==> src/rtl/multicycle_control_unit_if.sv <==
// Control/datapath bundle for multicycle_control_unit.
// The master side is the control unit. It receives the fetched instruction word,
// the memory ready flag and the ALU zero flag. It drives the datapath select lines,
// the datapath strobes and the status outputs. The slave side is the datapath or
// the memory model, with the directions mirrored.
interface multicycle_control_unit_if #(
  parameter int unsigned INSTR_W = 16,
  parameter int unsigned CNT_W   = 16
);
  // datapath -> control
  logic [INSTR_W-1:0] instr;
  logic               mem_ready;
  logic               zero;

  // control -> datapath: select lines
  logic               immgenop;
  logic [1:0]         aluop;
  logic               aluin1;
  logic               aluin2;
  logic [1:0]         alusrc;

  // control -> datapath: strobes
  logic               memread;
  logic               memwrite;
  logic               pcwrite;
  logic               irwrite;
  logic               regwrite;

  // status
  logic [2:0]         state;
  logic               halted;
  logic               trap;
  logic [CNT_W-1:0]   retired;

  modport master (
    input  instr, mem_ready, zero,
    output immgenop, aluop, aluin1, aluin2, alusrc,
    output memread, memwrite, pcwrite, irwrite, regwrite,
    output state, halted, trap, retired
  );

  modport slave (
    output instr, mem_ready, zero,
    input  immgenop, aluop, aluin1, aluin2, alusrc,
    input  memread, memwrite, pcwrite, irwrite, regwrite,
    input  state, halted, trap, retired
  );
endinterface

==> src/rtl/multicycle_control_unit.sv <==
// Multicycle control unit for the 16-bit processor.
// Each instruction passes through FETCH, DECODE and EXEC. Some instructions also pass
// through MEM and WB. Memory accesses in FETCH and MEM wait for mem_ready. A bounded
// wait counter limits that wait. An illegal opcode, a memory timeout or a HALT parks
// the unit in a sticky state until the next reset.
//
// Ports:
//   clk    rising-edge clock
//   rst_n  asynchronous active-low reset; every output reads 0 while it is low
//   bus    multicycle_control_unit_if.master:
//            in : instr, mem_ready, zero
//            out: immgenop, aluop, aluin1, aluin2, alusrc,
//                 memread, memwrite, pcwrite, irwrite, regwrite,
//                 state, halted, trap, retired
module multicycle_control_unit #(
  parameter int unsigned INSTR_W     = 16,
  parameter int unsigned MEM_TIMEOUT = 15,  // 1..255
  parameter int unsigned CNT_W       = 16
) (
  input logic                          clk,
  input logic                          rst_n,
  multicycle_control_unit_if.master    bus
);

  typedef enum logic [2:0] {
    StFetch  = 3'd0,
    StDecode = 3'd1,
    StExec   = 3'd2,
    StMem    = 3'd3,
    StWb     = 3'd4,
    StHalt   = 3'd5,
    StTrap   = 3'd6
  } state_e;

  localparam logic [3:0] OpR    = 4'h0;
  localparam logic [3:0] OpI    = 4'h1;
  localparam logic [3:0] OpLw   = 4'h2;
  localparam logic [3:0] OpSw   = 4'h3;
  localparam logic [3:0] OpBeq  = 4'h4;
  localparam logic [3:0] OpJmp  = 4'h5;
  localparam logic [3:0] OpHalt = 4'hF;

  // The wait that would bring the count to MEM_TIMEOUT traps instead of counting.
  localparam logic [7:0]       WaitLast = 8'(MEM_TIMEOUT - 1);
  localparam logic [CNT_W-1:0] CntOne   = {{(CNT_W-1){1'b0}}, 1'b1};

  state_e           state_q, state_d;
  logic [3:0]       op_q, op_d;  // opcode field of IR: the only IR bits that steer control
  logic [7:0]       wait_q, wait_d;
  logic [CNT_W-1:0] retired_q, retired_d;
  logic             halted_q, halted_d;
  logic             trap_q, trap_d;

  logic       immgenop, aluin1, aluin2;
  logic [1:0] aluop, alusrc;
  logic       memread, memwrite, pcwrite, irwrite, regwrite;

  logic [3:0] fetch_op;
  logic       op_legal;
  logic       mem_timeout;
  logic       unused_instr;

  assign fetch_op     = bus.instr[INSTR_W-1 -: 4];
  assign unused_instr = ^bus.instr[INSTR_W-5:0];
  assign op_legal     = op_q inside {OpR, OpI, OpLw, OpSw, OpBeq, OpJmp};
  assign mem_timeout  = !bus.mem_ready && (wait_q == WaitLast);

  always_comb begin
    state_d   = state_q;
    op_d      = op_q;
    wait_d    = wait_q;
    retired_d = retired_q;
    halted_d  = halted_q;
    trap_d    = trap_q;
    immgenop  = 1'b0;
    aluop     = 2'b00;
    aluin1    = 1'b0;
    aluin2    = 1'b0;
    alusrc    = 2'b00;
    memread   = 1'b0;
    memwrite  = 1'b0;
    pcwrite   = 1'b0;
    irwrite   = 1'b0;
    regwrite  = 1'b0;

    unique case (state_q)
      StFetch: begin
        // ALU computes PC+1 while the instruction word is read.
        memread = 1'b1;
        if (bus.mem_ready) begin
          irwrite = 1'b1;
          pcwrite = 1'b1;
          op_d    = fetch_op;
          state_d = StDecode;
        end else if (mem_timeout) begin
          state_d = StTrap;
        end else begin
          wait_d = wait_q + 8'd1;
        end
      end

      StDecode: begin
        if (op_q == OpHalt) begin
          state_d = StHalt;
        end else if (op_legal) begin
          state_d = StExec;
        end else begin
          state_d = StTrap;
        end
      end

      StExec: begin
        case (op_q)
          OpR: begin
            aluin1  = 1'b1;
            aluop   = 2'b10;
            state_d = StWb;
          end
          OpI: begin
            aluin1  = 1'b1;
            aluin2  = 1'b1;
            state_d = StWb;
          end
          OpLw, OpSw: begin
            // Effective address = rA + I-format immediate.
            aluin1  = 1'b1;
            aluin2  = 1'b1;
            state_d = StMem;
          end
          OpBeq: begin
            aluin1  = 1'b1;
            aluop   = 2'b01;
            alusrc  = 2'b01;
            pcwrite = bus.zero;
            state_d = StFetch;
          end
          OpJmp: begin
            immgenop = 1'b1;
            alusrc   = 2'b10;
            pcwrite  = 1'b1;
            state_d  = StFetch;
          end
          default: state_d = StTrap;  // DECODE filters these; kept as a safe exit
        endcase
      end

      StMem: begin
        memread  = (op_q == OpLw);
        memwrite = (op_q == OpSw);
        if (bus.mem_ready) begin
          state_d = (op_q == OpLw) ? StWb : StFetch;
        end else if (mem_timeout) begin
          state_d = StTrap;
        end else begin
          wait_d = wait_q + 8'd1;
        end
      end

      StWb: begin
        regwrite = 1'b1;
        state_d  = StFetch;
      end

      StHalt, StTrap: ;

      default: state_d = StTrap;
    endcase

    // Each new FETCH or MEM visit gets a fresh wait budget.
    if ((state_d != state_q) && ((state_d == StFetch) || (state_d == StMem))) begin
      wait_d = 8'd0;
    end
    // An instruction retires on its way back to FETCH.
    if ((state_d == StFetch) && (state_q inside {StExec, StMem, StWb})) begin
      retired_d = retired_q + CntOne;
    end
    if (state_d == StHalt) halted_d = 1'b1;
    if (state_d == StTrap) trap_d   = 1'b1;
  end

  always_ff @(posedge clk or negedge rst_n) begin
    if (!rst_n) begin
      state_q   <= StFetch;
      op_q      <= 4'h0;
      wait_q    <= 8'd0;
      retired_q <= '0;
      halted_q  <= 1'b0;
      trap_q    <= 1'b0;
    end else begin
      state_q   <= state_d;
      op_q      <= op_d;
      wait_q    <= wait_d;
      retired_q <= retired_d;
      halted_q  <= halted_d;
      trap_q    <= trap_d;
    end
  end

  // The controls decode from the FETCH reset state. They are masked so that the
  // datapath sees no strobe while reset is held.
  assign bus.immgenop = rst_n & immgenop;
  assign bus.aluop    = rst_n ? aluop : 2'b00;
  assign bus.aluin1   = rst_n & aluin1;
  assign bus.aluin2   = rst_n & aluin2;
  assign bus.alusrc   = rst_n ? alusrc : 2'b00;
  assign bus.memread  = rst_n & memread;
  assign bus.memwrite = rst_n & memwrite;
  assign bus.pcwrite  = rst_n & pcwrite;
  assign bus.irwrite  = rst_n & irwrite;
  assign bus.regwrite = rst_n & regwrite;
  assign bus.state    = state_q;
  assign bus.halted   = halted_q;
  assign bus.trap     = trap_q;
  assign bus.retired  = retired_q;

endmodule

==> src/flat_wrapper.sv <==
// flat-port wrapper written by rule: the top's interface ports become plain ports
module multicycle_control_unit_flat 
#(
  parameter int unsigned INSTR_W     = 16,
  parameter int unsigned MEM_TIMEOUT = 15,           
  parameter int unsigned CNT_W       = 16
)
  (clk, rst_n, bus_instr, bus_mem_ready, bus_zero, bus_immgenop, bus_aluop, bus_aluin1, bus_aluin2, bus_alusrc, bus_memread, bus_memwrite, bus_pcwrite, bus_irwrite, bus_regwrite, bus_state, bus_halted, bus_trap, bus_retired);
  multicycle_control_unit_if #(.INSTR_W(INSTR_W), .CNT_W(CNT_W)) bus_i ();
  input logic clk;
  input logic rst_n;
  input wire logic [$bits(bus_i.instr)-1:0] bus_instr;
  input wire logic [$bits(bus_i.mem_ready)-1:0] bus_mem_ready;
  input wire logic [$bits(bus_i.zero)-1:0] bus_zero;
  output wire logic [$bits(bus_i.immgenop)-1:0] bus_immgenop;
  output wire logic [$bits(bus_i.aluop)-1:0] bus_aluop;
  output wire logic [$bits(bus_i.aluin1)-1:0] bus_aluin1;
  output wire logic [$bits(bus_i.aluin2)-1:0] bus_aluin2;
  output wire logic [$bits(bus_i.alusrc)-1:0] bus_alusrc;
  output wire logic [$bits(bus_i.memread)-1:0] bus_memread;
  output wire logic [$bits(bus_i.memwrite)-1:0] bus_memwrite;
  output wire logic [$bits(bus_i.pcwrite)-1:0] bus_pcwrite;
  output wire logic [$bits(bus_i.irwrite)-1:0] bus_irwrite;
  output wire logic [$bits(bus_i.regwrite)-1:0] bus_regwrite;
  output wire logic [$bits(bus_i.state)-1:0] bus_state;
  output wire logic [$bits(bus_i.halted)-1:0] bus_halted;
  output wire logic [$bits(bus_i.trap)-1:0] bus_trap;
  output wire logic [$bits(bus_i.retired)-1:0] bus_retired;
  assign bus_i.instr = bus_instr;
  assign bus_i.mem_ready = bus_mem_ready;
  assign bus_i.zero = bus_zero;
  assign bus_immgenop = bus_i.immgenop;
  assign bus_aluop = bus_i.aluop;
  assign bus_aluin1 = bus_i.aluin1;
  assign bus_aluin2 = bus_i.aluin2;
  assign bus_alusrc = bus_i.alusrc;
  assign bus_memread = bus_i.memread;
  assign bus_memwrite = bus_i.memwrite;
  assign bus_pcwrite = bus_i.pcwrite;
  assign bus_irwrite = bus_i.irwrite;
  assign bus_regwrite = bus_i.regwrite;
  assign bus_state = bus_i.state;
  assign bus_halted = bus_i.halted;
  assign bus_trap = bus_i.trap;
  assign bus_retired = bus_i.retired;
  multicycle_control_unit #(.INSTR_W(INSTR_W), .MEM_TIMEOUT(MEM_TIMEOUT), .CNT_W(CNT_W)) u_core (.clk(clk), .rst_n(rst_n), .bus(bus_i));
endmodule
==> config.mk <==
export PLATFORM = sky130hd
export DESIGN_NAME = multicycle_control_unit_flat
export DESIGN_NICKNAME = d
export VERILOG_FILES = /design/src/rtl/multicycle_control_unit_if.sv /design/src/rtl/multicycle_control_unit.sv /design/src/flat_wrapper.sv
export SDC_FILE = /design/constraint.sdc
export NUM_CORES = 1
export LEC_CHECK = 0
export BUFFER_PORTS_ARGS = -buffer_cell sky130_fd_sc_hd__buf_2
export CAP_MARGIN = 20
export CORE_MARGIN = 3
export CORE_UTILIZATION = 53
export DETAILED_ROUTE_END_ITERATION = 6
export PLACE_DENSITY_LB_ADDON = 0.15
export SYNTH_ARGS = -nofsm -noshare
export SYNTH_HDL_FRONTEND = slang
export SYNTH_SLANG_ARGS = --single-unit
==> constraint.sdc <==
create_clock -name clk -period 2.4 [get_ports clk]
set_clock_uncertainty 0.1 [all_clocks]
set_input_delay 0.24 -clock clk [delete_from_list [all_inputs] [get_ports clk]]
set_output_delay 0.24 -clock clk [all_outputs]
set_load 0.01 [all_outputs]
; Word level (Yosys, flattened, before mapping)
; Cells that the tools add are included.
[word_totals]
register_bits = 33
latch_bits = 0
ramBits = 0
rom_bits = 0
word_cells = 86
mem_count = 0
[op_classes]
add_sub_neg = 2
n_mul = 0
div = 0
n_lt_le_gt_ge = 0
n_eq_ne = 19
n_shift = 0
muxes = 31
n_bitwise = 8
n_reduce_logical = 20
[op_table]
columns = cell, n
row1 = $mux W8, 4
row2 = $mux W3, 6
row3 = $pmux W3 S6, 1
row4 = $add A16 B1 Y16 const B, 1
row5 = $eq A3 B3 Y1 const B, 5
row6 = $mux W1, 10
row7 = $reduce_or A2 Y1, 5
row8 = $eq A3 B2 Y1 const B, 3
row9 = $pmux W3 S3, 1
row10 = $add A8 B1 Y8 const B, 1
row11 = $and A1 B1 Y1, 8
row12 = $eq A4 B2 Y1 const B, 2
row13 = $eq A4 B3 Y1 const B, 2
row14 = $eq A8 B4 Y1 const B, 1
row15 = $mux W2, 4
row16 = $pmux W2 S2, 2
row17 = $logic_not A3 Y1, 2
row18 = $pmux W1 S2, 3
row19 = $reduce_bool A6 Y1, 1
row20 = $reduce_or A5 Y1, 1
row21 = $eq A4 B1 Y1 const B, 1
row22 = $eq A4 B4 Y1 const B, 1
row23 = $logic_not A4 Y1, 1
row24 = $eq A3 B1 Y1 const B, 1
row25 = other kinds (11), 13

; Longest topological paths before layout
[logic_depth]
depth_word = 10
depth_mapped = 9

; Least setup slack after synthesis
; No wires, ideal clock.
[synth_timing]
path_kind = register to output
start = register u_core.state_q[2], in the netlist u_core.bus.state[2]
end = output port bus_aluin1
arrival_ps = 1918
required_ps = 2060
slack_ps = 142
stages_incl_launch_ff = 7
n_path_buf = 1
cell_sequence = dfrtp_1 -> buf_2 -> nor2_1 -> nand2_1 -> or2_2 -> nor3_1 -> nand2b_1
[synth_via]
elab_chain_cells = 3
[synth_lines]
columns = item, line
row1 = "start, declared", multicycle_control_unit.sv:47  ; state_e state_q, state_d;
row2 = "start signal, assigned", multicycle_control_unit.sv:183  ; state_q <= StFetch;
row3 = "start signal, assigned", multicycle_control_unit.sv:190  ; state_q <= state_d;
row4 = $eq A3 B2 Y1, multicycle_control_unit.sv:86  ; unique case (state_q)
row5 = $mux W1, multicycle_control_unit.sv:86
row6 = $and A1 B1 Y1, multicycle_control_unit.sv:203  ; assign bus.aluin1 = rst_n & aluin1;
row7 = "end, declared", flat_wrapper.sv:17  ; output wire logic [$bits(bus_i.aluin1)-1:0] bus_aluin1;
; Every way passes these cells.

; Worst setup path in the final report
[layout_timing]
start = register u_core.state_q[2], in the netlist u_core.bus.state[2]
end = output port bus_aluop[1]
[layout_via]
elab_chain_cells = 3
[layout_lines]
columns = item, line
row1 = $eq A3 B2 Y1, multicycle_control_unit.sv:86
row2 = $mux W2, multicycle_control_unit.sv:86
row3 = $mux W2, multicycle_control_unit.sv:202  ; assign bus.aluop = rst_n ? aluop : 2'b00;
row4 = "end, declared", flat_wrapper.sv:16  ; output wire logic [$bits(bus_i.aluop)-1:0] bus_aluop;
; Every way passes these cells.

==> reports/qor.csv <==
stage,metric,value,unit
status,outcome,finished clean,
clocking,cts.sinks,33,
synthesis,synth.area.top_cells,"dfrtp_1 41%, xnor2_1 7.4%, xor2_1 3.0%",
synthesis,seq_area_frac_synth,40.97,%
setup_path,startpoint_type,flop,
placement,dpl_cell_area,2292,sq um
synthesis,syn_nets,219,
grt,grt_pass1_vias,1665,
pwr,pwr-share-clk,51.8,%
synthesis,synthXorXnorAreaFrac,10.43,%
floorplanning,die_w,67.67,microns
pwr,switchingPower,0.0002285,W
pwr,p_leak,1.184,nW
synthesis,synth_compound_area_share,12.91,%
pwr,intPower,0.0009764,W
cells_and_area,fin_nets,272,
cells_and_area,fin_util,70.89,%
synthesis,synth-adder-area-share,1.862,%
sta,slew_headroom,62.90,%
synthesis,syn_area,2016,sq um
cells_and_area,final_cell_area,2477,sq um
synthesis,synth_cells,196,
cells_and_area,insertedDiodeCount,0,
route,wl_met3,276,microns
route,wl_met2,2348,microns
grt,grt_overflow_total,0,
cells_and_area,layout-drive-gt1-share,36.80,%
hold_path,worstHoldPathType,in2reg,
floorplanning,core,3495,sq um
synthesis,synth_simple_gate_area_share,26.57,%
synthesis,synth_edf_count,0,
route,drc,0,
floorplanning,initial_core_util,57.68,%
pwr,pwr-share-seq,46.1,%
cells_and_area,syn2layout_area_growth,22.91,%
cells_and_area,multiInputGateArea,1116,sq um
synthesis,synth_seq_cells,33,
route,ant_nets,0,
cells_and_area,nFillCells,263,
synthesis,synth_cell_types,52,
pwr,combPwrFrac,2.1,%
setup_path,critPathRequiredTime,2.06,ns
synthesis,yosys_warnings,0,
clocking,cts_tree,yes,
pwr,sw_frac_of_total,18.97,%
route,first_pass_iters,4,
route,top_layer_used,met4,
grt,grt_max_degree,38,
route,via_count,1730,
synthesis,synth.avg_cell_area,10.28,sq um
floorplanning,row_count,21,
setup_path,cp.arrival,1.97,ns
grt,grtUsageTotal,22.70,%
synthesis,muxShareOfSynthArea,2.793,%
synthesis,dominantRegCellSynth,dfrtp_1,
setup_path,critPathKind,reg2out,
clocking,root_buffer,clkbuf_8,
grt,grt_pass1_wl,7707,microns
pwr,power_density,486.4,nW/um^2
pwr,peakVddDrop,386.1,uV
floorplanning,die_y,67.67,microns
sta,slew_violations,0,
sta,worst_pin_slew,0.5513,ns
route,post_drt_wl_per_cell,15.54,microns
sta,fin_crit_sh,96.10,%
synthesis,synth_top_family_by_area,simple AND/OR/NAND/NOR gates,
setup_path,regToRegSetupSlack,0.15,ns
clocking,clk_latency,0.29,ns
placement,place.port_buffers,40,
floorplanning,dieArea,4579,sq um
placement,dp_hpwl,3380,microns
sta,hold_viol,0,
sta,setup_viol,0,
placement,place_congestion,0.9334,
setup_path,cp_max_fo,8,
clocking,clk_path_buf_depth,2,
synthesis,synth.cells.most_frequent,"33 x dfrtp_1, 17 x xnor2_1, 12 x nand3_1, 11 x nor2_1, 10 x nand2_1",
synthesis,async_flop_share,100.0,%
sta,min_period,2.306,ns
route,drt_iter0_markers,121,
route,wl_met1,1893,microns
route,wl,4601,microns
job,max_cap_viol_count,0,
setup_path,endpoint_kind,output pin,
clocking,htree_levels,2,
synthesis,synth_top_area_share,40.97,%
clocking,clk_pin_slew,0.07,ns
grt,antenna_found_initial,0,
sta,max_freq,433.6,MHz
cells_and_area,seq_area,828.3,sq um
floorplanning,boundaryPins,53,
clocking,cts_buffers,5,
synthesis,synth_top_area_cell,dfrtp_1,
route,drt-vias-per-instance,5.845,
synthesis,yosys.cell_count.top_type,dfrtp_1,
[critical path, stage by stage, from the launching register on]
cell     delay (ns)
dfrtp_2        0.47
buf_4          0.19
nor2_4         0.14
nand2_1        0.11
or4_4          0.44
nor3_1         0.15
buf_2          0.17
[timing repair]
item	in CTS	in global routing
hold endpoints to repair	33	0
endpoints found under the setup margin	5	5
buffers inserted	0	3
hold buffers	1	0
resized for setup	3	3
[stage by stage]
step	worst slack, ns	total power (W)	setup TNS, ns	cells	hold WS (ns)
floorplan	0.1419	0.0005688	0	196	-0.1556
global placement	0.2649	0.0005898	0	284	0.2213
detailed placement	0.2236	0.0005908	0	284	0.2297
CTS	0.009636	0.001217	0	293	0.08294
global route	-0.01109	0.001254	-0.01153	296	0.08295
finish	0.09364	0.001205	0	296	0.08602
[path summary, 6_finish.rpt]
| check | from | endpoint | cells past startpoint |
|---|---|---|---|
| min in group asynchronous | rst_n | u_core.bus.retired[0]$_DFFE_PN0P_ | 3 |
| min | bus_instr[14] | u_core.op_q[2]$_DFFE_PN0P_ | 2 |
| max in group asynchronous | rst_n | u_core.bus.state[2]$_DFF_PN0_ | 3 |
| max | u_core.bus.state[2]$_DFF_PN0_ | bus_aluop[1] | 6 |
| min reg2reg | u_core.bus.halted$_DFFE_PN0N_ | u_core.bus.halted$_DFFE_PN0N_ | 1 |
| max reg2reg | u_core.bus.state[1]$_DFF_PN0_ | u_core.wait_q[1]$_DFFE_PN0P_ | 6 |
[kinds of logic (layout without fill, tap and decap cells)]
group                      Yosys count  count (layout)
adders and majority gates            3               3
muxes                                5               5
xor gates and xnor gates            24              24
buffers and inverters               15              69
and+or+nand+nor                     88              88
DFF                                 33              33
AOI/OAI and AO/OA                   28              28
[metal layers]
| metal | vias up | global-route usage [%] |
|---|---|---|
| met5 | - | 0 |
| met4 | 0 | 9.114 |
| met3 | 10 | 5.990 |
| met2 | 59 | 38.03 |
| met1 | 842 | 27.54 |
| li1 | 819 | - |
[cell usage in the layout, fill, tap and decap left out, types with 3 or more instances in the layout]
cell,instances
buf_2,40
dfrtp_1,31
xnor2_1,17
buf_4,15
nand3_1,12
nand2_1,10
nor2_1,10
and3_1,9
a21oi_1,8
nand4_1,7
xor2_1,7
inv_1,5
clkbuf_8,5
nand2b_1,4
nor3_1,4
mux2_2,4
nor3b_1,3
and2_1,3
nand4_2,3
ha_1,3
[layout make-up]
cell class | instances | share of cell area [%]
Multi-Input combinational cell | 148 | 45.05
Sequential cell | 33 | 33.43
Timing Repair Buffer | 56 | 13.03
Clock buffer | 5 | 2.778
Clock inverter | 3 | 2.626
Tap cell | 46 | 2.323
Inverter | 5 | 0.7576
[power groups by stage]
stage | clock network (W) | registers [W] | logic, W
2_1_floorplan | 0 | 0.000567 | 0.00000210
3_3_place_gp | 0 | 0.000567 | 0.0000232
3_5_place_dp | 0 | 0.000567 | 0.0000243
4_1_cts | 0.000635 | 0.000556 | 0.0000257
5_1_grt | 0.000670 | 0.000555 | 0.0000286
6_report | 0.000624 | 0.000556 | 0.0000250
[sequential cells by signal, indices dropped and copies added, names as in the netlist]
register            flops
u_core.wait_q           8
u_core.bus.halted       1
u_core.bus.trap         1
u_core.bus.retired     16
u_core.op_q             4
u_core.bus.state        3
(Power assumes the default switching activity.)
